## src/rtl/contador_regressivo_pkg.sv

```systemverilog
// Shared types and constants for the countdown counter and its button filter.
// Holds the FSM encoding, the count width and the 7-segment pattern table.
package contador_regressivo_pkg;

  localparam int LARGURA = 3;

  typedef logic [LARGURA-1:0] contagem_t;

  typedef enum logic [1:0] {
    OCIOSO   = 2'b00,
    CONTANDO = 2'b01,
    FIM      = 2'b10
  } estado_t;

  // abcdefg patterns, active-high, indexed by the count (entry 7 is leftmost)
  localparam logic [7:0][6:0] SEGMENTOS = {
    7'b1110000,  // 7
    7'b1011111,  // 6
    7'b1011011,  // 5
    7'b0110011,  // 4
    7'b1111001,  // 3
    7'b1101101,  // 2
    7'b0110000,  // 1
    7'b1111110   // 0
  };

  // The display is active-low, so the pattern is inverted here once.
  function automatic logic [6:0] decodifica(input contagem_t valor);
    return ~SEGMENTOS[valor];
  endfunction

endpackage

```

## src/rtl/filtro_botao.sv

```systemverilog
// Push-button conditioner: 2-FF synchronizer, debounce filter and a one-cycle
// pulse on each debounced press (filtered 1->0). Reusable by other blocks.
module filtro_botao #(
  parameter int DEBOUNCE_CICLOS = 500000
) (
  input  logic clock_entrada,
  input  logic reset,
  input  logic botao,
  output logic press
);

  localparam int CW = $clog2(DEBOUNCE_CICLOS + 1);

  logic          sync1;
  logic          sync2;
  logic          filtrado;
  logic          armado;
  logic [1:0]    valido;
  logic [CW-1:0] estavel;
  logic          aceita;

  assign aceita = (sync2 != filtrado) && (estavel == CW'(DEBOUNCE_CICLOS - 1));

  // NOTE: sequential state uses <= so every register samples the pre-edge
  // values; blocking assignments here would chain sync1 into sync2 in one edge.
  always_ff @(posedge clock_entrada or posedge reset) begin
    if (reset) begin
      sync1    <= 1'b1;
      sync2    <= 1'b1;
      filtrado <= 1'b1;
      armado   <= 1'b0;
      valido   <= '0;
      estavel  <= '0;
      press    <= 1'b0;
    end else begin
      sync1  <= botao;
      sync2  <= sync1;
      valido <= {valido[0], 1'b1};
      // A press only counts once the button has really been seen released
      // after reset; the synchronizer's reset value does not qualify.
      if (valido[1] && sync2)
        armado <= 1'b1;
      press <= aceita && filtrado && armado;
      if (sync2 == filtrado)
        estavel <= '0;
      else if (aceita) begin
        filtrado <= sync2;
        estavel  <= '0;
      end else
        estavel <= estavel + CW'(1);
    end
  end

endmodule

```

## src/rtl/contador_regressivo.sv

```systemverilog
// Countdown 7->0 at one step per DIV cycles after a debounced press, then
// holds fim until the next press. Outputs are registered 7-segment drives.
module contador_regressivo
  import contador_regressivo_pkg::*;
#(
  parameter int DIV             = 50000000,
  parameter int DEBOUNCE_CICLOS = 500000,
  parameter int VALOR_INICIAL   = 7
) (
  input  logic clock_entrada,
  input  logic reset,
  input  logic botao,
  output logic a,
  output logic b,
  output logic c,
  output logic d,
  output logic e,
  output logic f,
  output logic g,
  output logic ativo,
  output logic fim
);

  localparam int        PW    = $clog2(DIV);
  localparam contagem_t CARGA = contagem_t'(VALOR_INICIAL);

  estado_t       estado;
  estado_t       proximo;
  contagem_t     contagem;
  logic [PW-1:0] prescaler;
  logic          press;
  logic          tick;
  logic          ativo_d;
  logic          fim_d;
  logic [6:0]    seg_d;
  logic [6:0]    seg;

  filtro_botao #(
    .DEBOUNCE_CICLOS(DEBOUNCE_CICLOS)
  ) u_filtro (
    .clock_entrada(clock_entrada),
    .reset        (reset),
    .botao        (botao),
    .press        (press)
  );

  assign tick = (estado == CONTANDO) && (prescaler == PW'(DIV - 1));

  always_ff @(posedge clock_entrada or posedge reset) begin
    if (reset) estado <= OCIOSO;
    else       estado <= proximo;
  end

  // NOTE: proximo gets a default before the case so no path leaves it
  // unassigned, which would otherwise infer a latch.
  always_comb begin
    proximo = estado;
    case (estado)
      OCIOSO:   if (press) proximo = CONTANDO;
      CONTANDO: if (!press && tick && contagem == '0) proximo = FIM;
      FIM:      if (press) proximo = CONTANDO;
      default:  proximo = OCIOSO;
    endcase
  end

  // Press has priority over tick: a restart always reloads and clears.
  always_ff @(posedge clock_entrada or posedge reset) begin
    if (reset) begin
      contagem  <= CARGA;
      prescaler <= '0;
    end else if (press) begin
      contagem  <= CARGA;
      prescaler <= '0;
    end else if (estado == CONTANDO) begin
      if (tick) begin
        prescaler <= '0;
        if (contagem != '0)
          contagem <= contagem - contagem_t'(1);
      end else
        prescaler <= prescaler + PW'(1);
    end else
      prescaler <= '0;
  end

  always_comb begin
    ativo_d = (estado == CONTANDO);
    fim_d   = (estado == FIM);
    seg_d   = decodifica(contagem);
  end

  always_ff @(posedge clock_entrada or posedge reset) begin
    if (reset) begin
      ativo <= 1'b0;
      fim   <= 1'b0;
      seg   <= decodifica(CARGA);
    end else begin
      ativo <= ativo_d;
      fim   <= fim_d;
      seg   <= seg_d;
    end
  end

  assign {a, b, c, d, e, f, g} = seg;

endmodule

```

## config.mk

```make
export PLATFORM = sky130hd
export DESIGN_NAME = contador_regressivo
export DESIGN_NICKNAME = d
export VERILOG_FILES = /design/src/rtl/contador_regressivo_pkg.sv /design/src/rtl/filtro_botao.sv /design/src/rtl/contador_regressivo.sv
export SDC_FILE = /design/constraint.sdc
export NUM_CORES = 1
export LEC_CHECK = 0
export CAP_MARGIN = 20
export CORE_MARGIN = 2
export CORE_UTILIZATION = 50
export DETAILED_ROUTE_END_ITERATION = 10
export PLACE_DENSITY = 0.76
export SLEW_MARGIN = 30
export SYNTH_ARGS = -nofsm -noshare
export SYNTH_HDL_FRONTEND = slang
export SYNTH_SLANG_ARGS = --single-unit
```

## constraint.sdc

```tcl
create_clock -name clock_entrada -period 1.9 [get_ports clock_entrada]
set_input_delay 0.19 -clock clock_entrada [delete_from_list [all_inputs] [get_ports clock_entrada]]
set_output_delay 0.19 -clock clock_entrada [all_outputs]
set_load 0.03 [all_outputs]
```

After elaboration in Yosys (flattened, before gate mapping)
Memory sizes are Yosys's and may differ from the RTL's.
Index checks and enable logic that the tools add are counted.
W data, S select, Z words.
{"block": "op_classes", "magnitude_cmp": 1, "eq_ne": 8, "mux": 13, "n_reduce_logical": 18, "add_sub_neg": 3, "n_bitwise": 2}
{"op": "$mux W26", "n": 3}
{"op": "$mux W19", "n": 2}
{"op": "$add A26 B1 Y26 const B", "n": 1}
{"op": "$eq A26 B26 Y1 const B", "n": 1}
{"op": "$add A19 B1 Y19 const B", "n": 1}
{"op": "$eq A19 B19 Y1 const B", "n": 1}
{"op": "$mux W3", "n": 4}
{"op": "$logic_and A1 B1 Y1", "n": 7}
{"op": "$mux W7", "n": 1}
{"op": "$not A7 Y7", "n": 1}
{"op": "$reduce_bool A2 Y1", "n": 3}
{"op": "$lt A3 B4 Y1 const B", "n": 1}
{"op": "$mux W2", "n": 2}
{"op": "$ne A2 B1 Y1 const B", "n": 2}
{"op": "$pmux W2 S2", "n": 1}
{"op": "$reduce_and A2 Y1", "n": 2}
{"op": "$logic_not A3 Y1", "n": 1}
{"op": "$reduce_and A3 Y1", "n": 1}
{"op": "$reduce_bool A3 Y1", "n": 1}
{"op": "$sub A3 B1 Y3 const B", "n": 1}
{"op": "$eq A2 B1 Y1 const B", "n": 1}
{"op": "$eq A2 B2 Y1 const B", "n": 1}
{"op": "$logic_not A2 Y1", "n": 1}
{"op": "$reduce_or A2 Y1", "n": 1}
{"op": "other kinds (4)", "n": 4}
{"block": "word_totals", "memories": 1, "register_bits": 66, "romBits": 56, "word_cells": 59, "output_inout_bits": 9, "in_bits": 3}
{"memory": "(name not given)", "depth": 8, "width": 7, "read_ports": 1, "rd_clocked_by_memory_dff": 0, "write_ports": 0, "line_no": "contador_regressivo_pkg.sv:29", "text": "return ~SEGMENTOS[valor];"}

Longest topological paths before layout
{"block": "depth", "ltp_word": 6, "ltp_mapped": 6, "mapped_depth_nobuf": 6}

Cells and area by module
From an unflattened synthesis, not the netlist that was laid out.
{"block": "unflattened", "cells_unflattened": 310, "area_unflattened_um2": 3238.1}
{"mod": "contador_regressivo", "cells_per_inst": 199, "n_inst": 1, "area_per_inst_um2": 2026.9}
{"mod": "filtro_botao", "cells_per_inst": 111, "n_inst": 1, "area_per_inst_um2": 1211.2}

Least setup slack after synthesis
Ideal clock, no wire load.
{"block": "synth_path", "kind": "register -> register", "start": "register prescaler[11]", "end": "register prescaler[20]", "path_slack_ps": -172, "synth_period_minus_slack_ps": 2072, "t_arrival_ps": 1937, "stages_incl_launch_ff": 6, "path_cell_list": "dfrtp_1 > or4b_4 > or4_4 > o31ai_4 > buf_6 > a21oi_1"}
{"block": "synth_via", "elab_chain_len": 5, "word_cells_on_any_way": 6}
{"item": "from (decl)", "line_no": "contador_regressivo.sv:30", "text": "logic [PW-1:0] prescaler;"}
{"item": "from (signal assigned)", "line_no": "contador_regressivo.sv:80", "text": "prescaler <= prescaler + PW'(1);"}
{"item": "parallel branches: the longest is 2 deep, another holds $add A26 B1 Y26"}
{"item": "$mux W26 (*)", "line_no": "contador_regressivo.sv:75", "text": "if (tick) begin"}
{"item": "$mux W26 (*)", "line_no": "contador_regressivo.sv:74", "text": "end else if (estado == CONTANDO) begin"}
{"item": "$mux W26 (*)", "line_no": "contador_regressivo.sv:71", "text": "end else if (press) begin"}
Every way passes the cells marked *.
A chain may end at the register's enable or synchronous reset.

Worst setup path in the final report
{"block": "layout_path", "start": "register prescaler[24]", "end": "register estado[1]"}
{"block": "layout_via", "elab_chain_len": 6}
{"item": "$eq A26 B26 Y1", "line_no": "contador_regressivo.sv:47", "text": "assign tick = (estado == CONTANDO) && (prescaler == PW'(DIV - 1));"}
{"item": "$logic_and A1 B1 Y1", "line_no": "contador_regressivo.sv:47"}
{"item": "$logic_and A1 B1 Y1 (2 in series)", "line_no": "contador_regressivo.sv:60", "text": "CONTANDO: if (!press && tick && contagem == '0) proximo = FIM;"}
{"item": "$ne A2 B1 Y1 (no source line)"}
{"item": "$reduce_and A2 Y1 (no source line)"}
{"item": "to (signal assigned)", "line_no": "contador_regressivo.sv:51", "text": "else estado <= proximo;"}
{"item": "to (decl)", "line_no": "contador_regressivo.sv:27", "text": "estado_t estado;"}
No other way between the ends.

==> impl_results.md <==
* Largest fanout of any net on the critical path at 3
* Tightest Hold Check Type: in2async
* RSZ-0062 raised after global routing: true
* Die Area at about 7000 um^2
* Area of the mapped netlist at 3240 um^2
* Worst vdd rail ir drop at 0.000467 V
* Per-instance average area after synthesis at about 10 um^2
* Initial Util at around 51%
* Stage delay of the slowest cell on the critical path at ~0.54 ns
* Pre-antenna DRT Iters at 4
* Placer congestion estimate at approximately 0.83
* Total power density per cell area at ~650 nW/um^2
* Required time at the worst-slack endpoint at ~2.2 ns
* Clock transition time at the flip-flop clock pins of the worst setup and hold paths at 0.07 ns
* Number of endpoints failing setup at the final stage at 27
* Count of max-cap constraint violations at 0
* Final HPWL from detailed placement at 4.82 mm
* R2r startpoint: prescaler[24]
* Synth Warn # at 0
* Final critical-path share of the clock period at 110%
* Fmax achieved at approximately 480 MHz
* Number of global-route vias before repair at 2691
* Minimum clock period at 2.09 ns
* Post-layout net count at 392
* Fraction of the yosys area taken by sequential cells at 51.4%
* Net count after synthesis at about 330
* Final max-slew violation count at 0
* Routed length per placed instance at 15.4 um
* TritonCTS Sinks at 66
* Wire length of the first global-routing pass at between 10 and 15 mm
* Root buf cell: clkbuf_8
* Final hold slack at 0.217 ns
* Die Wd at around 85 um
* Critical path type: reg2reg
* Layout cell share with drive strength beyond 1 at 26.2%
* Kind of end point of the critical path: flop
* Fraction of registers with async set or reset after synthesis at 100%
* Post-route setup TNS at -4.41 ns
* Depth of the most critical reg-to-reg path at 6
* Number of standard cells in the layout, taps in and fillers out at between 400 and 500
* Maximum level of the CTS H-tree at 3
* # port buffers at 11
* Netlist cell types at 47
* Total count of hold-check failures in the final report at 0
* Area of the placeable core at 6310 um^2
* Post-Syn Instances at about 320
* Antenna violations before repair at 0
* Clock latency of the later-clocked register in the worst-skew pair at 0.34 ns
* ANT cells at 0
* Count of hold-fix buffers inserted at cts at 0
* Number of enable flip-flop cells after synthesis at 0
* Worst endpoint data arrival time at ~2.4 ns
* Total routing usage reported by global routing at a little over a fifth
* CTS tree: yes
* Kind of start point of the critical path: flop
* Iter 0 DRT Violations at 144
* Via-per-instance ratio at 5.75
* Failing checks: negative setup slack
* Routed Antenna Nets at 0
* Critical path origin: prescaler[24]
* Synth-to-Final Area Change at 26.8%
* Standby leakage power at 1.68 nW
* Final Worst Setup Slack at -0.185 ns
* Count of state elements after synthesis at between 60 and 70
* # IOs at 12
* Status: finished with violations
* Die Y-Extent at approximately 85 um
* Master of the slowest instance on the critical path: or4_4
* Total DRC errors in the routed layout at 0
* Maximum number of pins on one net before global-route repair at 67
* Number of rows in the core area at 29
* Post-detailed-routing wire length at 7.12 mm
* Clock buffer count from CTS at 9
* Cell-by-cell trace of the critical path: or4_4, or4_4, buf_6, nor3_4, buf_6, a22o_1
* Clock Tree Buf Depth at 2
* Most instantiated flip-flop cell in the synthesis netlist: dfrtp_1
* Post-Route Skew at 0.00807 ns
* Total instance count after detailed placement at about 450
* Overflow left after global routing at 0
* Overall via count from detail_route at roughly 2700
-- critical path: cells and delay by family, from the launching register on --
kind / cells / cell delay, ns
AND/OR/NAND/NOR: 3 / 1.25
AO/OA/AOI/OAI: 1 / 0.12
buffers and inverters: 2 / 0.27
flip-flops: 1 / 0.38
-- routing by layer --
metal	routed length, um	GRT usage (%)	up-vias
li1	-	-	1272
met1	3280	30.2	1304
met2	3390	34.5	76
met3	363	4.52	8
met4	79	8.37	0
met5	0	0	-
-- registers in the layout (all words and copies together) (netlist names), 2 cells and up --
| signal | count |
|---|---|
| contagem | 3 |
| estado | 2 |
| prescaler | 26 |
| seg | 7 |
| u_filtro.estavel | 19 |
| u_filtro.valido | 2 |
-- report_power, final --
group	leakage (nW)	switching, mW	internal, mW
combinational	0.705	0.0406	0.0184
sequential	0.874	0.00752	1.42
clock	0.101	0.513	0.678
-- path summary, 6_finish.rpt --
| path | slack (ns) | end |
|---|---|---|
| min in group clock_entrada | 0.25 | u_filtro.sync1 |
| min reg2reg | 0.35 | u_filtro.valido[1] |
| min | 0.22 | seg[5] |
| max in group asynchronous | 1.33 | u_filtro.sync2 |
| max | -0.19 | estado[1] |
| max reg2reg | -0.19 | estado[1] |
-- layout make-up --
cell class                 count  area, um^2
fill                         485        2200
sequential                    66        1660
multi-input combinational    229        1580
timing repair buffer          60         518
clock buffer                  14         163
tap                           77        96.3
inverter                      15        56.3
clock inverter                 2        35.0
-- synthesized netlist by cell type, types with 2 or more instances --
master     n  area (um^2)
nor3_1     7         35.0
ha_1       8          100
and3_1     4         25.0
and2_1     3         18.8
and4_1     4         35.0
xnor2_1   21          184
or4_1      6         45.0
a21o_1     2         15.0
dfstp_2   10          263
o41ai_1    4         35.0
or4b_2     4         40.0
xor2_1     5         43.8
o21ai_0    9         45.0
nor2b_1    4         25.0
nor4_1    12         75.1
nand4b_1   2         17.5
a21oi_1   18         90.1
nor2_1    38          143
or3_1      9         56.3
nand3_1   18         90.1
mux2_2     2         22.5
buf_6      2         22.5
o31ai_1    3         22.5
clkbuf_1   3         11.3
nand2_1   16         60.1
nand3b_1   4         30.0
inv_1     15         56.3
dfrtp_1   56         1400
nand4_1    9         56.3
-- per-stage QoR --
stage | power (mW) | setup slack [ns] | area (um^2) | util (%)
after CTS | 2.71 | -0.165 | 4020 | 63.6
after global placement | 1.51 | -0.102 | 3800 | 60.2
after global routing | 2.78 | -0.219 | 4110 | 65.1
after floorplan | 1.49 | -0.172 | 3250 | -
final | 2.67 | -0.185 | 4110 | 65.1
after detailed placement | 1.51 | -0.155 | 3800 | 60.2
-- layout by cell type (no fill, tap or decap), drive strengths merged, types with 2 or more instances in the layout --
cell,n
mux2,2
and4,4
dfrtp,56
xnor2,21
clkdlybuf4s50,11
a21o,2
o21ai,9
nand4,9
xor2,5
nor4,13
nor3,7
and3,4
o41ai,4
dfstp,10
nor2b,4
or4b,5
buf,49
clkbuf,14
nand3,18
inv,15
nand3b,4
or3,9
or4,7
nand2,16
ha,8
a21oi,18
nor2,38
nand4b,2
o31ai,5
and2,3
-- what timing repair did --
action	in CTS	in global routing
buffers inserted	1	0
gates resized for setup	2	21
pin swaps	0	4
setup endpoints to repair	28	35
-- kinds of logic (layout without fill, tap and decap cells) --
group,after synthesis,after routing,synth area share [%]
AO/OA/AOI/OAI,43,43,8.76
XOR/XNOR,26,26,7.03
adder cells (fa/ha/maj),8,8,3.09
buffers and inverters,21,91,3.01
flip-flops,66,66,51.4
multiplexers,2,2,0.695
other,1,1,0.116
AND/OR/NAND/NOR,149,149,25.9
No activity file was read; power rests on OpenSTA's default activity.
